<file path="config.mk">
export PLATFORM = sky130hd
export DESIGN_NAME = adc_input_filter
export DESIGN_NICKNAME = d
export VERILOG_FILES = /design/src/rtl/adcfilt_pkg.sv /design/src/rtl/adc_input_filter_sync.sv /design/src/rtl/adc_input_filter.sv
export SDC_FILE = /design/constraint.sdc
export NUM_CORES = 1
export LEC_CHECK = 0
export CORE_MARGIN = 4
export CORE_UTILIZATION = 55
export DETAILED_ROUTE_END_ITERATION = 6
export GPL_ROUTABILITY_DRIVEN = 0
export PLACE_DENSITY = 0.73
export SLEW_MARGIN = 10
export SYNTH_ARGS = -nofsm -noshare
export SYNTH_HDL_FRONTEND = slang
export SYNTH_SLANG_ARGS = --single-unit
</file>
<file path="constraint.sdc">
create_clock -name clk_i -period 9.9 [get_ports clk_i]
set_clock_uncertainty 0.15 [all_clocks]
set_input_delay 1.98 -clock clk_i [delete_from_list [all_inputs] [get_ports clk_i]]
set_output_delay 1.98 -clock clk_i [all_outputs]
set_load 0.005 [all_outputs]
</file>
<file path="src/rtl/adcfilt_pkg.sv">
// Shared types and helpers for the ADC input filter.
package adcfilt_pkg;

    typedef enum logic {
        EMPTY = 1'b0,
        RUN   = 1'b1
    } state_t;

    function automatic int unsigned sum_width(input int unsigned adc_bw,
                                              input int unsigned depth_log2);
        return adc_bw + depth_log2;
    endfunction

    // N/2: added before the shift so the average rounds half up
    function automatic int unsigned round_const(input int unsigned depth_log2);
        return (depth_log2 == 0) ? 0 : (32'd1 << (depth_log2 - 1));
    endfunction

endpackage

</file>
<file path="src/rtl/adc_input_filter_sync.sv">
// Parameterised multi-stage bus synchroniser, async active-high reset to 0.
module adc_sync #(
    parameter int unsigned WIDTH  = 4,
    parameter int unsigned STAGES = 2
) (
    input  logic             clk_i,
    input  logic             rst_i,
    input  logic [WIDTH-1:0] i_d,
    output logic [WIDTH-1:0] o_q
);

    logic [WIDTH-1:0] r_sync [STAGES];

    always_ff @(posedge clk_i or posedge rst_i) begin
        if (rst_i) begin
            for (int i = 0; i < int'(STAGES); i++) begin
                r_sync[i] <= '0;
            end
        end else begin
            r_sync[0] <= i_d;
            for (int i = 1; i < int'(STAGES); i++) begin
                r_sync[i] <= r_sync[i-1];
            end
        end
    end

    assign o_q = r_sync[STAGES-1];

endmodule

</file>
<file path="src/rtl/adc_input_filter.sv">
// ADC front end: synchronise, decimate, rounded moving average, valid/ready output.
// Optional spike rejection is built when ADCFILT_SPIKE_REJECT_EN is defined.
module adc_input_filter
    import adcfilt_pkg::*;
#(
    parameter int unsigned ADC_BITWIDTH   = 4,
    parameter int unsigned AVG_DEPTH_LOG2 = 2,
    parameter int unsigned SAMPLE_DIV     = 1000,
    parameter int unsigned SYNC_STAGES    = 2,
    parameter int unsigned SPIKE_THRESH   = 4
) (
    input  logic                    clk_i,
    input  logic                    rst_i,
    input  logic                    clk_en_i,
    input  logic [ADC_BITWIDTH-1:0] ADC_value_i,
    input  logic                    ready_i,
    output logic [ADC_BITWIDTH-1:0] ADC_value_o,
    output logic                    valid_o,
    output logic                    overrun_o
);

    localparam int unsigned W        = ADC_BITWIDTH;
    localparam int unsigned D        = AVG_DEPTH_LOG2;
    localparam int unsigned N        = 32'd1 << D;
    localparam int unsigned SUM_W    = sum_width(ADC_BITWIDTH, AVG_DEPTH_LOG2);
    localparam int unsigned GW       = SUM_W + 1;
    localparam int unsigned DIV_W    = (SAMPLE_DIV > 1) ? $clog2(SAMPLE_DIV) : 1;
    localparam int unsigned MAX_CODE = (32'd1 << W) - 1;
    localparam int unsigned RND      = round_const(AVG_DEPTH_LOG2);

    // Elaboration-time parameter legality checks
    if (D < 1 || D > 4) begin : g_bad_depth
        $error("AVG_DEPTH_LOG2 must be in 1..4");
    end
    if (SAMPLE_DIV < 2) begin : g_bad_div
        $error("SAMPLE_DIV must be >= 2");
    end
    if (SYNC_STAGES < 2) begin : g_bad_sync
        $error("SYNC_STAGES must be >= 2");
    end
    if (SPIKE_THRESH > MAX_CODE) begin : g_bad_thresh
        $error("SPIKE_THRESH exceeds the ADC code range");
    end

    logic [W-1:0]       w_sample;
    logic [DIV_W-1:0]   r_div;
    logic               w_tick;
    logic               w_accept;
    state_t             r_state;
    state_t             w_state_nxt;
    logic               w_fill;
    logic               w_push;
    logic [W-1:0]       r_buf [N];
    logic [D-1:0]       r_wp;
    logic [SUM_W-1:0]   r_sum;
    logic [GW-1:0]      w_sum_ext;
    logic [SUM_W-1:0]   w_sum_nxt;
    logic [GW-1:0]      w_rounded;
    logic [W-1:0]       w_result;

    adc_sync #(
        .WIDTH  (W),
        .STAGES (SYNC_STAGES)
    ) u_sync (
        .clk_i (clk_i),
        .rst_i (rst_i),
        .i_d   (ADC_value_i),
        .o_q   (w_sample)
    );

    // Sample-rate divider, advances only on enabled cycles
    assign w_tick = clk_en_i && (r_div == DIV_W'(SAMPLE_DIV - 1));

    always_ff @(posedge clk_i or posedge rst_i) begin
        if (rst_i) begin
            r_div <= '0;
        end else if (clk_en_i) begin
            r_div <= w_tick ? '0 : r_div + DIV_W'(1);
        end
    end

`ifdef ADCFILT_SPIKE_REJECT_EN
    logic         r_reject;
    logic [W-1:0] w_diff;
    logic         w_spike;

    assign w_diff  = (w_sample >= ADC_value_o) ? (w_sample - ADC_value_o)
                                               : (ADC_value_o - w_sample);
    assign w_spike = 32'(w_diff) > SPIKE_THRESH;
    // A lone outlier is dropped; a second one in a row is taken as real
    assign w_accept = w_tick && ((r_state == EMPTY) || !w_spike || r_reject);

    always_ff @(posedge clk_i or posedge rst_i) begin
        if (rst_i) begin
            r_reject <= 1'b0;
        end else if (w_tick) begin
            r_reject <= (r_state == RUN) && w_spike && !r_reject;
        end
    end
`else
    assign w_accept = w_tick;
`endif

    always_ff @(posedge clk_i or posedge rst_i) begin
        if (rst_i) begin
            r_state <= EMPTY;
        end else begin
            r_state <= w_state_nxt;
        end
    end

    always_comb begin
        w_state_nxt = r_state;
        w_fill      = 1'b0;
        w_push      = 1'b0;
        case (r_state)
            EMPTY: begin
                if (w_accept) begin
                    w_fill      = 1'b1;
                    w_state_nxt = RUN;
                end
            end
            RUN: begin
                if (w_accept) begin
                    w_push = 1'b1;
                end
            end
            default: w_state_nxt = EMPTY;
        endcase
    end

    // Running sum; the extra bit absorbs the add before the subtract
    always_comb begin
        w_sum_ext = GW'(r_sum) + GW'(w_sample) - GW'(r_buf[r_wp]);
        w_sum_nxt = r_sum;
        if (w_fill) begin
            w_sum_nxt = SUM_W'(w_sample) << D;
        end else if (w_push) begin
            w_sum_nxt = w_sum_ext[SUM_W] ? '1 : w_sum_ext[SUM_W-1:0];
        end
    end

    always_comb begin
        w_rounded = (GW'(w_sum_nxt) + GW'(RND)) >> D;
        w_result  = (w_rounded > GW'(MAX_CODE)) ? W'(MAX_CODE) : w_rounded[W-1:0];
    end

    always_ff @(posedge clk_i or posedge rst_i) begin
        if (rst_i) begin
            for (int i = 0; i < int'(N); i++) begin
                r_buf[i] <= '0;
            end
            r_wp  <= '0;
            r_sum <= '0;
        end else begin
            r_sum <= w_sum_nxt;
            if (w_fill) begin
                for (int i = 0; i < int'(N); i++) begin
                    r_buf[i] <= w_sample;
                end
            end else if (w_push) begin
                r_buf[r_wp] <= w_sample;
                r_wp        <= r_wp + D'(1);
            end
        end
    end

    // Output handshake; a new result may replace an unaccepted one
    always_ff @(posedge clk_i or posedge rst_i) begin
        if (rst_i) begin
            ADC_value_o <= '0;
            valid_o     <= 1'b0;
            overrun_o   <= 1'b0;
        end else if (clk_en_i) begin
            if (w_accept) begin
                ADC_value_o <= w_result;
                valid_o     <= 1'b1;
                if (valid_o && !ready_i) begin
                    overrun_o <= 1'b1;
                end
            end else if (valid_o && ready_i) begin
                valid_o <= 1'b0;
            end
        end
    end

endmodule
</file>
Yosys cells after proc, flatten, opt, wreduce, memory -nomap -nowiden:

Cells that the tools add are included.

* flip-flop bits (word level): 49
* bits of input ports: 8
* output and inout port bits: 6
* logic and storage cells: 54

* add/subtract/negate cells: 5
* order comparisons: 3
* equality and inequality tests: 1
* multiplexer cells: 19
* bitwise operators: 2
* reductions and logical operators: 11

Operators with widths (count)
* $mux W16: 2
* $mux W6: 3
* $bwmux W16: 1
* $mux W4: 4
* $add A10 B1 Y10 const B: 1
* $eq A10 B10 Y1 const B: 1
* $mux W10: 1
* $bmux W4 S2: 1
* $demux W4 S2: 1
* $add A6 B2 Y7 const B: 1
* $add A6 B4 Y7: 1
* $sub A7 B4 Y7: 1
* $mux W1: 6
* $reduce_and A2 Y1: 3
* $gt A5 B4 Y1 const B: 1
* $logic_and A1 B1 Y1: 4
* $reduce_bool A2 Y1: 2
* $ge A3 B3 Y1 const B: 1
* $lt A3 B1 Y1 const B: 1
* $not A2 Y3: 1
* $reduce_and A3 Y1: 1
* $add A2 B1 Y2 const B: 1
* $logic_not A1 Y1: 1
* $not A1 Y1: 1

Logic depth before layout (Yosys ltp):

* depth after elaboration: 11
* gate-level depth with buffers: 14
* mapped depth without buffers: 13

By module:

Synthesis repeated with hierarchy kept, for this count alone.

* cells, all modules: 261
* area total of the unflattened synthesis: 2673.8 um^2

Modules (own cells, without submodules)
* adc_input_filter: times used 1, cells each 248, area each 2439.8 um^2, seq. area each 1026.0 um^2
* adc_sync: times used 1, cells each 13, area each 234.0 um^2, seq. area each 200.2 um^2

Least setup slack after synthesis:

OpenSTA, ideal clock, no wires.

* kind: register to register
* start: register r_wp[0]
* end: register ADC_value_o[3]
* setup time: 123 ps
* arrival time: 3656 ps
* data required time: 9627 ps
* path slack: 5970 ps
* stages on the path, launching flop included: 14
* path buffers: 1
* clock period less this slack: 3930 ps
* cells stage by stage: dfrtp_1 clkbuf_1 mux4_2 fa_1 inv_1 fa_1 a211oi_2 or4b_4 a31oi_1 o31ai_1 ha_1 and3_1 and3b_2 o21ai_1

* word-level cells in the longest chain between the ends: 11

Ends and longest elaborated chain
* from (decl): RTL line adc_input_filter.sv:54 `logic [D-1:0] r_wp;`
* from (signal assigned): RTL line adc_input_filter.sv:163 `r_wp <= r_wp + D'(1);`
* $not A2 Y3 (not written as such) (*): RTL line adc_input_filter.sv:134 `w_sum_ext = GW'(r_sum) + GW'(w_sample) - GW'(r_buf[r_wp]);`
* $bmux W4 S2 (*): RTL line adc_input_filter.sv:134
* $mux W4 (not written as such) (*) (2 in a row): RTL line adc_input_filter.sv:134
* $sub A7 B4 Y7 (*): RTL line adc_input_filter.sv:134
* $mux W6 (*): RTL line adc_input_filter.sv:139 `w_sum_nxt = w_sum_ext[SUM_W] ? '1 : w_sum_ext[SUM_W-1:0];`
* $mux W6 (*): RTL line adc_input_filter.sv:138 `end else if (w_push) begin`
* $mux W6 (*): RTL line adc_input_filter.sv:136 `if (w_fill) begin`
* via w_sum_nxt[2]: RTL line adc_input_filter.sv:57 `logic [SUM_W-1:0] w_sum_nxt;`
* $add A6 B2 Y7 (*): RTL line adc_input_filter.sv:144 `w_rounded = (GW'(w_sum_nxt) + GW'(RND)) >> D;`
* $gt A5 B4 Y1: RTL line adc_input_filter.sv:145 `w_result = (w_rounded > GW'(MAX_CODE)) ? W'(MAX_CODE) : w_rounded[W-1:0];`
* $mux W4 (*): RTL line adc_input_filter.sv:145
* to (signal assigned): RTL line adc_input_filter.sv:176 `ADC_value_o <= w_result;`
* to (decl): RTL line adc_input_filter.sv:17 `output logic [ADC_BITWIDTH-1:0] ADC_value_o,`

Mark *: on every way through the listed nets, which the timed path passes. The rest lies on a longest branch. The select of a mux whose other input is x is not followed.
A chain may end at the register's enable or synchronous reset.

Worst setup path after layout:

* start: input port clk_en_i
* end: register ADC_value_o[3]

* word-level cells in the longest chain between the ends: 8
* elaborated cells on any way between the ends: 10
* classes of those cells: add/sub: 1; order compare: 1; mux: 6; reduce/logical: 2

Ends and longest elaborated chain
* from (decl): RTL line adc_input_filter.sv:14 `input logic clk_en_i,`
* $logic_and A1 B1 Y1 (*): RTL line adc_input_filter.sv:72 `assign w_tick = clk_en_i && (r_div == DIV_W'(SAMPLE_DIV - 1));`
* $mux W1 (*): RTL line adc_input_filter.sv:118, adc_input_filter.sv:124
* $mux W1: RTL line adc_input_filter.sv:116 `case (r_state)`
* $mux W6: RTL line adc_input_filter.sv:138
* $mux W6 (*): RTL line adc_input_filter.sv:136
* via w_sum_nxt[2]: RTL line adc_input_filter.sv:57
* $add A6 B2 Y7 (*): RTL line adc_input_filter.sv:144
* $gt A5 B4 Y1: RTL line adc_input_filter.sv:145
* $mux W4 (*): RTL line adc_input_filter.sv:145

Mark *: on every way through the listed nets, which the timed path passes. The rest lies on a longest branch.

==> impl_metrics.csv <==
group,metric,value,unit
status,outcome,"complete, no violations",
routing,drc,0,
global_route,grt.busiest_layer,"met2",
clocking,cts-buffers-inserted,5,
yosys,synth_edf_count,0,
clocking,clockBufferDepth,2,
clocking,htree_levels,2,
placement,dpl.hpwl,3320,um
global_route,grt_util_met1,23.4,%
final_layout,nets,269,
global_route,grt_pass1_wl,8050,um
routing,num_vias,1712,
routing,ant_nets,0,
critical_path,worstPathRequired,9940,ps
placement,post-place-ws,5230,ps
routing,routedWlPerCell,15.3,um
worst_hold_path,min_path_cells,0,
sta,min_period_over_period,43.8,%
critical_path,start_kind,"input port",
die,start_util,58.4,%
global_route,grt_max_degree,50,
sta,maxSlewViolCount,0,
critical_path,critical_path.top_delay_family,"simple AND/OR/NAND/NOR gates",
sta,setup_ws,5570,ps
final_layout,n_antenna_cell,0,
yosys,synth_cell_types,51,
yosys,ys_async_sr_fraction,100,%
final_layout,fin_area,2890,um^2
critical_path,critPathCaptureType,"register",
critical_path,slowest_delay,580,ps
clocking,ctsHoldBuffers,0,
placement,port_buffers,13,
clocking,post_cts_resized,0,
routing,routed_via_density,5.76,
yosys,avgSynthCellArea,11.4,um^2
power_and_ir_drop,p_leak,0.00137,uW
worst_hold_path,hold_start,"u_sync.r_sync[5]",
yosys,ys_dominant_reg_cell,"dfrtp_1",
final_layout,syn2layout_area_growth,9.99,%
final_layout,regArea,1230,um^2
critical_path,arrival,4370,ps
placement,placed_area,2780,um^2
yosys,yosys.area.top_type,"dfrtp_1",
critical_path,reg2reg_depth,12,
die,dieArea,5950,um^2
die,num_rows,24,
clocking,cts.reportedPaths.clkPinSlew,80,ps
routing,drtIter0Drc,86,
yosys,yosysWarnings,0,
clocking,cts_tree,"done",
critical_path,crit_chain,"clkdlybuf4s50_1 -> and3_1 -> nand3_2 -> o31ai_1 -> ha_1 -> and3_1 -> and3b_2 -> o21ai_1",
critical_path,crit_buf_inv,1,
yosys,syn_nets,255,
worst_hold_path,hold_path_class,"reg -> reg",
sta,setup_violations,0,
routing,dr.pass1.iters,4,
global_route,grt.total_usage,17.0,%
final_layout,fill_cells,366,
global_route,grt_pass1_vias,1703,
clocking,cts.sinks,49,
sta,hold_violations,0,
power_and_ir_drop,power_density,140,nW/um^2
sta,min_period,4330,ps
critical_path,critical_path_class,"in -> reg",
die,coreArea,4500,um^2
clocking,clk_latency,300,ps
yosys,ys_ff_latch,49,
yosys,yosysSeqAreaShare,46.6,%
job,drv_cap,0,
critical_path,worst_path_most_repeated_cell,"and3_1",
final_layout,multi_input_area,1250,um^2
global_route,met2_usage,26.6,%
critical_path,worstSetupStartpoint,"clk_en_i",
yosys,synth_top_area_share,46.6,%
die,fp.dieW,77.2,um
power_and_ir_drop,peakVddDrop,0.000134,V
sta,slew-limit-headroom,34.1,%
yosys,synth_area_leaders,"dfrtp_1 47%, mux2_2 7.7%, ha_1 6.2%, inv_1 4.0%, mux4_2 3.4%",
critical_path,r2r-start,"r_wp[0]",
final_layout,drive_gt1_share,18.0,%
sta,rsz0062_at_grt,"no",
die,ios,14,
global_route,antenna_found_initial,0,
sta,setup_tns,0,ps
critical_path,worstPathMaxFanout,15,
sta,tightest_slew,987,ps
yosys,netlist_instances,230,
die,fp.dieH,77.2,um
routing,drt-total-wl,4550,um
yosys,netlist_area,2630,um^2
critical_path,slowest_stage,"clkdlybuf4s50_1",
global_route,grt_use_met3,3.63,%
sta,clock.fmax,231,MHz
clocking,cts_root_buf,"clkbuf_8",
clocking,postCtsSetupBuffers,0,
critical_path,cp.depth,8,
global_route,grt_overflow,0,
## placed cells by master, fill, tap and decap left out, types with 3 or more instances in the layout
cell	synthesis	final
ha_1	13	13
nand3_1	3	3
a21oi_1	10	10
nand2_1	13	13
fa_1	4	4
clkbuf_8	0	5
clkdlybuf4s50_1	0	13
mux2_2	18	18
nor2_1	14	14
xnor2_1	5	5
dfrtp_1	49	49
mux4_2	4	4
inv_1	28	27
nor2b_1	3	3
nand4_1	4	4
xor2_1	5	5
and3_1	3	3
o21ai_0	9	9
## worst register-to-register path: cells and delay by family (launching register included)
family | cells | cell delay (ps)
compound gates | 4 | 910
fa+ha+maj | 3 | 1260
buf+inv | 1 | 70
flops | 1 | 600
mux | 1 | 600
simple gates | 3 | 550
## layer usage
layer / part of all wire (%) / routed length, um
met5: 0 / 0
met4: 1.6 / 72
met3: 2.7 / 122
met2: 48 / 2180
met1: 48 / 2180
## cell type report
type                    instances  area share [%]
well taps                      52            2.25
inverters                      28            3.63
flip-flops and latches         49            42.4
multi-input cells             147            43.4
clock buffers                   6            2.51
clock inverters                 2            1.34
repair buffers                 13            4.50
## where the power goes
group / switching [uW] / internal [uW]
combinational: 18.0 / 16.7
clock: 65.1 / 75.9
sequential: 16.9 / 212
## worst paths after layout
| kind | slack, ps | to |
|---|---|---|
| max in group asynchronous | 6910 | r_div[0] |
| setup reg to reg | 5660 | ADC_value_o[3] |
| min in group asynchronous | 2080 | u_sync.o_q[3] |
| setup / recovery | 5570 | ADC_value_o[3] |
| hold reg to reg | 210 | u_sync.o_q[1] |
| hold / removal | 210 | u_sync.o_q[1] |
## metrics by stage
stage | instances | power (uW) | util (%) | hold slack (ps)
6_report | 297 | 404 | 64.2 | 206
3_5_place_dp | 289 | 268 | 61.8 | 187
2_1_floorplan | 230 | 257 | - | 181
5_1_grt | 297 | 426 | 64.2 | 214
3_3_place_gp | 289 | 265 | 61.8 | 184
4_1_cts | 297 | 407 | 64.2 | 208
## flip-flops by register name (all words and copies together) (netlist names)
| register | count |
|---|---|
| valid_o | 1 |
| r_wp | 2 |
| r_buf | 16 |
| r_state | 1 |
| u_sync.r_sync | 4 |
| ADC_value_o | 4 |
| r_div | 10 |
| u_sync.o_q | 4 |
| r_sum | 6 |
| overrun_o | 1 |
## cells by family (layout without fill, tap and decap cells)
| group | after synthesis | in the layout | share of synthesized area [%] |
|---|---|---|---|
| compound gates | 42 | 42 | 11.5 |
| xor+xnor | 10 | 10 | 3.33 |
| fa+ha+maj | 17 | 17 | 9.23 |
| buf+inv | 34 | 49 | 5.66 |
| flops | 49 | 49 | 46.6 |
| mux | 23 | 23 | 11.7 |
| simple gates | 55 | 55 | 11.9 |
## synthesized netlist by cell type, types with 2 or more instances
| library cell | n |
|---|---|
| a211oi_1 | 2 |
| a21oi_1 | 10 |
| a311oi_2 | 2 |
| a31oi_1 | 2 |
| and3_1 | 3 |
| and3_4 | 2 |
| buf_2 | 2 |
| buf_6 | 2 |
| dfrtp_1 | 49 |
| fa_1 | 4 |
| ha_1 | 13 |
| inv_1 | 28 |
| mux2_2 | 18 |
| mux4_2 | 4 |
| nand2_1 | 13 |
| nand3_1 | 3 |
| nand3_2 | 2 |
| nand4_1 | 4 |
| nor2_1 | 14 |
| nor2b_1 | 3 |
| o21ai_0 | 9 |
| o21bai_1 | 2 |
| o22a_1 | 2 |
| or3_1 | 2 |
| xnor2_1 | 5 |
| xor2_1 | 5 |
Power figures use the tool's default switching activity.
